[src/rtl/paula_audio_pkg.sv]
// Shared Paula audio widths and constants, used by the volume stage and the mixer.
package paula_audio_pkg;
    localparam int AUD_SAMPLE_W = 8;
    localparam int AUD_VOL_W    = 6;
    localparam int AUD_PROD_W   = 14;
    localparam logic [AUD_VOL_W-1:0] AUD_VOL_MAX = 6'd63;
endpackage

[src/rtl/paula_audio_volume_scaler.sv]
// Per-channel volume stage: signed 8-bit sample times unsigned 6-bit volume,
// registered into a signed 14-bit product with one clock of latency.
module paula_audio_volume_scaler
    import paula_audio_pkg::*;
(
    input  logic                    clk,
    input  logic                    reset_n,
    input  logic [AUD_SAMPLE_W-1:0] sample,
    input  logic [AUD_VOL_W-1:0]    volume,
    output logic [AUD_PROD_W-1:0]   out
);
    logic [AUD_PROD_W-1:0]                sample_ext;
    logic [AUD_VOL_W-1:0][AUD_PROD_W-1:0] pp;
    logic [AUD_PROD_W-1:0]                out_d;
    logic [AUD_PROD_W-1:0]                out_q;

    assign sample_ext = {{(AUD_PROD_W-AUD_SAMPLE_W){sample[AUD_SAMPLE_W-1]}}, sample};

    // Volume is unsigned, so every partial product is added; the top one is never negated.
    for (genvar i = 0; i < AUD_VOL_W; i++) begin : g_pp
        assign pp[i] = volume[i] ? (sample_ext << i) : '0;
    end

    always_comb begin
        out_d = '0;
        for (int i = 0; i < AUD_VOL_W; i++) begin
            out_d = out_d + pp[i];
        end
    end

    always_ff @(posedge clk or negedge reset_n) begin
        if (!reset_n) begin
            out_q <= '0;
        end else begin
            out_q <= out_d;
        end
    end

    assign out = out_q;
endmodule

[config.mk]
export PLATFORM = sky130hd
export DESIGN_NAME = paula_audio_volume_scaler
export DESIGN_NICKNAME = d
export VERILOG_FILES = /design/src/rtl/paula_audio_pkg.sv /design/src/rtl/paula_audio_volume_scaler.sv
export SDC_FILE = /design/constraint.sdc
export NUM_CORES = 1
export LEC_CHECK = 0
export BUFFER_PORTS_ARGS = -buffer_cell sky130_fd_sc_hd__clkbuf_2
export CAP_MARGIN = 20
export CORE_MARGIN = 5
export CORE_UTILIZATION = 57
export CTS_CLUSTER_SIZE = 30
export DETAILED_ROUTE_END_ITERATION = 10
export GPL_ROUTABILITY_DRIVEN = 0
export PLACE_DENSITY = 0.81
export REMOVE_ABC_BUFFERS = 1
export SKIP_LAST_GASP = 1
export SLEW_MARGIN = 40
export SYNTH_ARGS = -nofsm -noshare
export SYNTH_HDL_FRONTEND = slang
export SYNTH_SLANG_ARGS = --single-unit
[constraint.sdc]
create_clock -name clk -period 0.8 [get_ports clk]
set_input_delay 0.16 -clock clk [delete_from_list [all_inputs] [get_ports clk]]
set_output_delay 0.16 -clock clk [all_outputs]
set_load 0.005 [all_outputs]
* Yosys cells after proc, flatten, opt, wreduce, memory -nomap -nowiden
Index checks and enable logic that the tools add are counted.
** Storage, ports and cells
- Flip-flop bits (word level) :: 14
- Bits of input ports :: 16
- Output and inout bits :: 14
** Operators by class
- $add $sub $neg :: 5
- Multiplexer cells :: 6
** Operators with widths (number)
- 14-bit 2-to-1 mux :: 6
- 14-bit adder :: 5

* Longest topological paths before layout
Gate-level depths: netlist of the first run.
- Depth after elaboration :: 6
- Gate-level depth with buffers :: 14
- Mapped depth without buffers :: 14

* Least setup slack after synthesis of the first run
OpenSTA, ideal clock, no wires.
- Kind :: in2reg
- Start :: input port sample[7]
- End :: register out_q[13] (netlist: out[13])
- Setup time :: 0.080 ns
- Arrival :: 3.336 ns
- Required time :: 0.720 ns
- Slack :: -2.616 ns
- Cell stages on the path :: 12
- Cells stage by stage :: and2_1 > fa_1 > fa_1 > inv_1 > fa_1 > inv_1 > ha_1 > and3_4 > a2111oi_4 > o21ai_1 > a21oi_1 > xnor2_1
** On the way
- Longest elaborated chain between the ends :: 6
- Elaborated cells between the ends (all ways) :: 11
- Classes of those cells :: add/sub: 5; mux: 6
** RTL lines
- start: declaration :: RTL line paula_audio_volume_scaler.sv:8 : input logic [AUD_SAMPLE_W-1:0] sample,
- 14-bit 2-to-1 mux :: RTL line paula_audio_volume_scaler.sv:21 : assign pp[i] = volume[i] ? (sample_ext << i) : '0;
- 14-bit adder (4 in a row) :: RTL line paula_audio_volume_scaler.sv:27 : out_d = out_d + pp[i];
- 14-bit adder (*) :: RTL line paula_audio_volume_scaler.sv:27
- net out_d[13] :: RTL line paula_audio_volume_scaler.sv:14 : logic [AUD_PROD_W-1:0] out_d;
- end signal: assignment :: RTL line paula_audio_volume_scaler.sv:35 : out_q <= out_d;
- end: declaration :: RTL line paula_audio_volume_scaler.sv:15 : logic [AUD_PROD_W-1:0] out_q;
Mark *: on every way through the listed nets, which the timed path passes. The rest lies on a longest branch.

* Worst setup path after layout of the first run
- Start :: input port volume[3]
- End :: register out_q[12] (netlist: out[12])
** On the way
- Longest elaborated chain between the ends :: 4
** RTL lines
- start: declaration :: RTL line paula_audio_volume_scaler.sv:9 : input logic [AUD_VOL_W-1:0] volume,
- 14-bit 2-to-1 mux :: RTL line paula_audio_volume_scaler.sv:21
- 14-bit adder (3 in a row) :: RTL line paula_audio_volume_scaler.sv:27
- net out_d[12] :: RTL line paula_audio_volume_scaler.sv:14
The timed path passes the listed nets, and every way through them passes these cells.

==> summary.md, run 1 <==
| Metric | Value |
|---|---|
| NumNets Final | 334 |
| Critical Path RT | 1.02 ns |
| Final worst-path cycle share | 392.5% |
| P per Cell Area | 2339 nW/um^2 |
| CP Max Fanout | 5 |
| Crit path time final | 3.140 ns |
| Total grt overflow | 0 |
| Via density per instance | 5.111 |
| Finish-stage setup viols | 26 |
| Synth warnings | 0 |
| Worst Hold Slack | 0.08426 ns |
| Synth Register Bits | 14 |
| Detailed Place HPWL | 3270 um |
| Worst Path Arrival | 3.36 ns |
| Pin count of the biggest net entering global routing | 15 |
| Drt wl/cell | 16.05 um |
| Vias in the first global route | 1724 |
| Chip height | 68.69 um |
| Max reg flops | 14 |
| Residual DRC count | 0 |
| Drt pass-1 iters | 4 |
| Starting DRC count in detailed routing | 74 |
| Share of post-route cells with drive strength above 1 | 47.01% |
| Syn_area_per_cell | 10.07 sq um |
| Die Area | 4718 sq um |
| CTS Sinks | 14 |
| Worst Max-Slew Pin Slew | 0.3644 ns |
| Post-synthesis sequential area ratio | 17.85% |
| Initial antenna violation count | 0 |
| Final Hold Viols | 0 |
| Starting Density | 58.83% |
| Via count | 1605 |
| CTS Buffer Depth | 2 |
| Pwr Total | 6.738 mW |
| Synth Cell Area | 1963 sq um |
| Worst-path clk slew | 0.10 ns |
| Maximum VDD drop | 1.788 mV |
| All-Layer GR Usage | 22.57% |
| Final non-filler cell area | 2880 sq um |
| Root buffer cell | clkbuf_4 |
| Nature of the critical path endpoint | flop |
| Failing checks | setup timing |
| Crit path kind | input pin to flop |
| Maximum clock frequency | 0.3184 GHz |
| Syn Inst Count | 195 |
| Max-Cap Viols | 0 |
| Routed Antenna Nets | 0 |
| Final wirelength | 5041 um |
| Final core utilization | 86.31% |
| Min-delay worst type | input pin to flop |
| Headroom to the max-slew limit | 75.70% |
| Growth of design area from synthesis to finish | 46.72% |
| Die width | 68.69 um |
| Distinct cells, synth | 20 |
| Startpoint types | input pin |
| Diodes inserted | 0 |
| IO Port Bufs | 29 |
| Total negative setup slack | -23.22 ns |
| # IOs | 30 |
| RSZ-0062 raised after global routing | yes |
| Max H-tree Level | 1 |
| CTS tree | yes |
| Final max-slew violation count | 0 |
| Dpl cell area | 2391 sq um |
| Cts bufs inserted | 3 |
| Worst Slack Setup Final | -2.340 ns |
| Core area | 3337 sq um |
| Wire length of the first global-routing pass | 7755 um |
| Cell row count | 21 |
| Leakage | 1.462 nW |
| Status | finished, violations left |
==> report_power, final <==
part	internal [mW]	total, mW	switching, mW
Sequential	1.02	1.09	0.0689
Combinational	2.74	5.11	2.36
Clock	0.278	0.539	0.261
Total	4.04	6.74	2.69
==> worst max-delay path: stages <==
cell	delay, ns
clkbuf_16	0.13
buf_6	0.11
and2_4	0.15
fa_2	0.56
fa_1	0.46
fa_1	0.49
buf_4	0.16
inv_2	0.06
fa_2	0.22
inv_2	0.04
a21o_1	0.18
a41o_1	0.24
o41ai_2	0.24
xnor2_1	0.15
==> repair_timing <==
action                                  CTS  global route
hold buffers                              1             0
endpoints found under the setup margin   26            26
pin swaps                                43            29
setup buffers                             6             4
cloned                                    0             0
resized for setup                        57            32
endpoints found under the hold margin    14             0
==> worst paths after layout <==
path | slack, ns | cells after the start | from | endpoint
max | -2.34 | 14 | volume[3] | out[12]
min | 0.08 | 2 | volume[0] | out[0]
max in group asynchronous | 0.23 | 2 | reset_n | out[9]
min in group asynchronous | 0.29 | 2 | reset_n | out[5]
==> synth_stat cells <==
cell	n	area, sq um
a2111oi_4	1	27.53
a21o_1	3	22.52
a21oi_1	5	25.02
a41o_1	1	10.01
and2_1	43	269.0
and3_1	1	6.260
and3_4	1	11.26
dfrtp_1	14	350.3
fa_1	35	700.7
ha_1	14	175.2
inv_1	49	183.9
nand2_1	8	30.03
nand3_1	2	10.01
nor2_1	3	11.26
nor3_1	1	5.000
o21ai_1	1	5.000
o21bai_1	1	7.510
o41ai_2	1	16.27
xnor2_1	10	87.58
xor2_1	1	8.760
==> layout by cell type (no fill, tap or decap), drive strengths merged, types with 3 or more instances in the layout <==
cell type,n
a21o,3
ha,14
fa,35
clkbuf,28
and2,43
nand2,8
nor2,3
a21oi,5
inv,49
dfrtp,14
xnor2,10
buf,44
==> area by class of cell <==
type	instances	area (sq um)
tap	46	57.56
clock buffer	4	36.28
fill	163	456.7
multi-input combinational	132	1642
timing repair buffer	69	610.6
sequential	14	350.3
inverter	49	183.9
==> through the flow <==
stage	setup WS, ns	std cells
6_report	-2.340	314
5_1_grt	-2.466	314
4_1_cts	-2.265	310
3_5_place_dp	-2.817	300
3_3_place_gp	-2.744	300
2_1_floorplan	-2.616	195
==> layer usage <==
metal / vias up / global-route usage, % / share of wire, %
li1: 725 / - / -
met1: 812 / 23.46 / 32
met2: 44 / 44.22 / 58
met3: 24 / 2.107 / 3.0
met4: 0 / 11.17 / 6.4
met5: - / 0 / 0
==> kinds of logic (layout without fill, tap and decap cells) <==
logic type | count (synthesis) | after routing | share of synthesized area (%)
flops | 14 | 14 | 17.85
simple gates | 59 | 59 | 17.46
fa+ha+maj | 49 | 49 | 44.61
xor+xnor | 11 | 11 | 4.907
buf+inv | 49 | 122 | 9.369
compound gates | 13 | 13 | 5.800
Power figures use the tool's default switching activity.
==> inputs of run 2 (changes only) <==
Settings changed: ABC_AREA set to 1, PLACE_DENSITY 0.81 to 0.8.
==> summary.md, run 2 <==
| Metric | Value |
|---|---|
| Number of flops mapped to enable cells by yosys | 0 (unchanged) |
| NumNets Final | 414 (+24%) |
| CTS Sinks | 14 (unchanged) |
| Max-Cap Viols | 0 (unchanged) |
| Max reg flops | 14 (unchanged) |
| CP Max Fanout | 5 (unchanged) |
| Core area | 3633 sq um (+8.9%) |
| Drt pass-1 iters | 5 (+1) |
| Finish-stage setup viols | 26 (unchanged) |
| Nature of the critical path endpoint | flop |
| Synth area leader | fa_1 |
| Most frequent cells in the layout | 67 x inv_1, 52 x nand2_1, 32 x inv_2, 28 x fa_1, 21 x nand2_2 |
| Syn_area_per_cell | 7.468 sq um (-26%) |
| Slowest CP cell | fa_1 |
| RSZ-0062 raised after global routing | yes |
| Residual DRC count | 0 (unchanged) |
| Failing checks | setup timing |
| Synth Register Bits | 14 (unchanged) |
| Worst Path Arrival | 3.19 ns (-0.17 ns) |
| Die width | 71.21 um (+3.7%) |
| Max H-tree Level | 1 (unchanged) |
| Headroom to the max-slew limit | 77.11% (+1.4 points) |
| Initial antenna violation count | 0 (unchanged) |
| Final max-slew violation count | 0 (unchanged) |
| Crit path kind | input pin to flop |
| Most instantiated library cell after synthesis | inv_1 |
| Via count | 2245 (+40%) |
| All-Layer GR Usage | 27.91% (+5.3 points) |
| Syn Inst Count | 286 (+47%) |
| Max Used Layer | met4 |
| Min-delay worst type | input pin to flop |
| Cts bufs inserted | 3 (unchanged) |
| Pwr Total | 9.114 mW (+35%) |
| Maximum clock frequency | 0.3347 GHz (+5.1%) |
| Crit path time final | 2.988 ns (-0.1528 ns) |
| Maximum VDD drop | 1.949 mV (+9.0%) |
| Startpoint types | input pin |
| Status | finished, violations left |
| Root buffer cell | clkbuf_8 |
| Final wirelength | 8402 um (+67%) |
| Worst-path cell chain | buf_8 > buf_6 > nand2_1 > inv_1 > fa_1 > fa_1 > inv_1 > fa_1 > inv_2 > ha_4 > buf_6 > nand2_1 > nor2_2 > nand3_2 > nand3_2 > nand2_2 > nand2_1 |
| FFs w/ async S/R, synth | 100.0% (unchanged) |
| Share of post-route cells with drive strength above 1 | 49.14% (+2.1 points) |
| # IOs | 30 (unchanged) |
| Total grt overflow | 0 (unchanged) |
| CP peak stage delay | 0.51 ns (-0.05 ns) |
| Met1 wire length | 2761 um (+70%) |
| Commonest non-fill, non-tap cell in the layout | inv_1 |
| CTS tree | yes |
| Synth Cell Area | 2136 sq um (+8.8%) |
| Growth of design area from synthesis to finish | 53.49% |
| Worst-path clk slew | 0.06 ns (-0.04 ns) |
| Area contributors post-synth | fa_1 33%, inv_1 18%, dfrtp_1 16%, nand2_1 15%, ha_1 8.2% |
| Critical Path RT | 1.00 ns (-0.02 ns) |
| Distinct cells, synth | 16 (-20%) |
| Met2 wire len | 4262 um (+45%) |
| Detailed Place HPWL | 3544 um (+8.4%) |
| Most used DFF post-synth | dfrtp_1 |
| Starting DRC count in detailed routing | 243 (+230%) |
| Diodes inserted | 0 (unchanged) |
| Worst Max-Slew Pin Slew | 0.3433 ns (-0.02109 ns) |
| Pin count of the biggest net entering global routing | 15 (unchanged) |
| Top cell type's share of synthesized area | 32.81% (-2.9 points) |
| P per Cell Area | 2780 nW/um^2 (+19%) |
| Worst Slack Setup Final | -2.188 ns (+0.1528 ns) |
| Post-synthesis sequential area ratio | 16.40% (-1.4 points) |
| Wire length of the first global-routing pass | 11020 um (+42%) |
| Met3 routed wirelength | 618 um (+310%) |
| Leakage | 1.895 nW (+30%) |
| Routed Antenna Nets | 0 (unchanged) |
| Final worst-path cycle share | 373.4% (-19 points) |
| CTS Buffer Depth | 2 (unchanged) |
| Starting Density | 58.78% (about the same) |
| Die Area | 5071 sq um (+7.5%) |
| IO Port Bufs | 29 (unchanged) |
| Commonest cells in the netlist | 101 x inv_1, 86 x nand2_1, 35 x fa_1 |
| Via density per instance | 5.669 (+11%) |
| Chip height | 71.21 um (+3.7%) |
| Vias in the first global route | 2431 (+41%) |
| Drt wl/cell | 21.22 um (+32%) |
| Place WS | -2.514 ns (+0.3021 ns) |
| Synth warnings | 0 (unchanged) |
| Cell row count | 22 (+4.8%) |
| Final Hold Viols | 0 (unchanged) |
[run 2: changes by cell type after synthesis, sizes merged, moves of 4 or more]
| cell | change |
|---|---|
| nand3 | +5 |
| and2 | -42 |
| nand2 | +78 |
| xnor2 | -7 |
| xor2 | +4 |
| nor2 | +4 |
| inv | +52 |
| clkbuf | +6 |
[run 2: worst max-delay path, delay by kind of cell]
| family | cells | cell delay [ns] |
|---|---|---|
| and+or+nand+nor | 7 | 0.68 |
| adders and majority gates | 4 | 1.81 |
| buffers and inverters | 6 | 0.54 |
[run 2: cell type report]
| type | instances | area [sq um] |
|---|---|---|
| Clock buffer | 4 | 55.05 |
| Fill cell | 139 | 355.3 |
| Inverter | 101 | 384.1 |
| Multi-Input combinational cell | 165 | 1805 |
| Sequential cell | 14 | 350.3 |
| Tap cell | 48 | 60.06 |
| Timing Repair Buffer | 64 | 623.1 |
[run 2: worst paths after layout]
check / from / end / slack [ns] / depth (start not counted)
min in group asynchronous: reset_n / out[1] / 0.33 / 2
max in group asynchronous: reset_n / out[8] / 0.22 / 2
min: sample[0] / out[0] / 0.29 / 4
max: volume[1] / out[13] / -2.19 / 17
[run 2: through the flow]
step                      hold slack, ns  cell area, sq um  TNS, ns  std cells  util, %
after global placement           0.07312              2506   -24.48        382    68.97
after CTS                         0.2627              3065   -19.83        393    84.37
after global routing              0.3182              3278   -22.52        396    90.22
after floorplan                  -0.1356              2113   -20.94        280        -
final                             0.2919              3278   -21.78        396    90.22
after detailed placement         0.07882              2506   -25.02        382    68.97
[run 2: kinds of logic (layout without fill, tap and decap cells)]
| group | Yosys count | in the layout | share of synthesized area (%) |
|---|---|---|---|
| xor+xnor | 8 | 8 | 3.281 |
| buf+inv | 107 | 169 | 18.80 |
| simple gates | 101 | 101 | 18.45 |
| compound gates | 7 | 7 | 2.051 |
| flops | 14 | 14 | 16.40 |
| fa+ha+maj | 49 | 49 | 41.01 |
[run 2: layer usage]
metal	global-route usage, %	vias to the layer above
li1	-	912
met2	54.08	193
met5	0	-
met1	27.36	1059
met4	17.12	0
met3	3.927	81
[run 2: what timing repair did]
action                                 CTS  global route
hold buffers                             1             0
gates resized for setup                112            53
buffers inserted                         6             3
pin swaps                               74            29
endpoints found under the hold margin   14             0
setup endpoints to repair               26            27
[run 2: report_power, final]
group / total, mW / internal [mW] / switching (mW)
clock network: 0.742 / 0.439 / 0.303
registers: 1.12 / 1.02 / 0.0956
logic: 7.26 / 3.26 / 3.99
total: 9.11 / 4.72 / 4.39
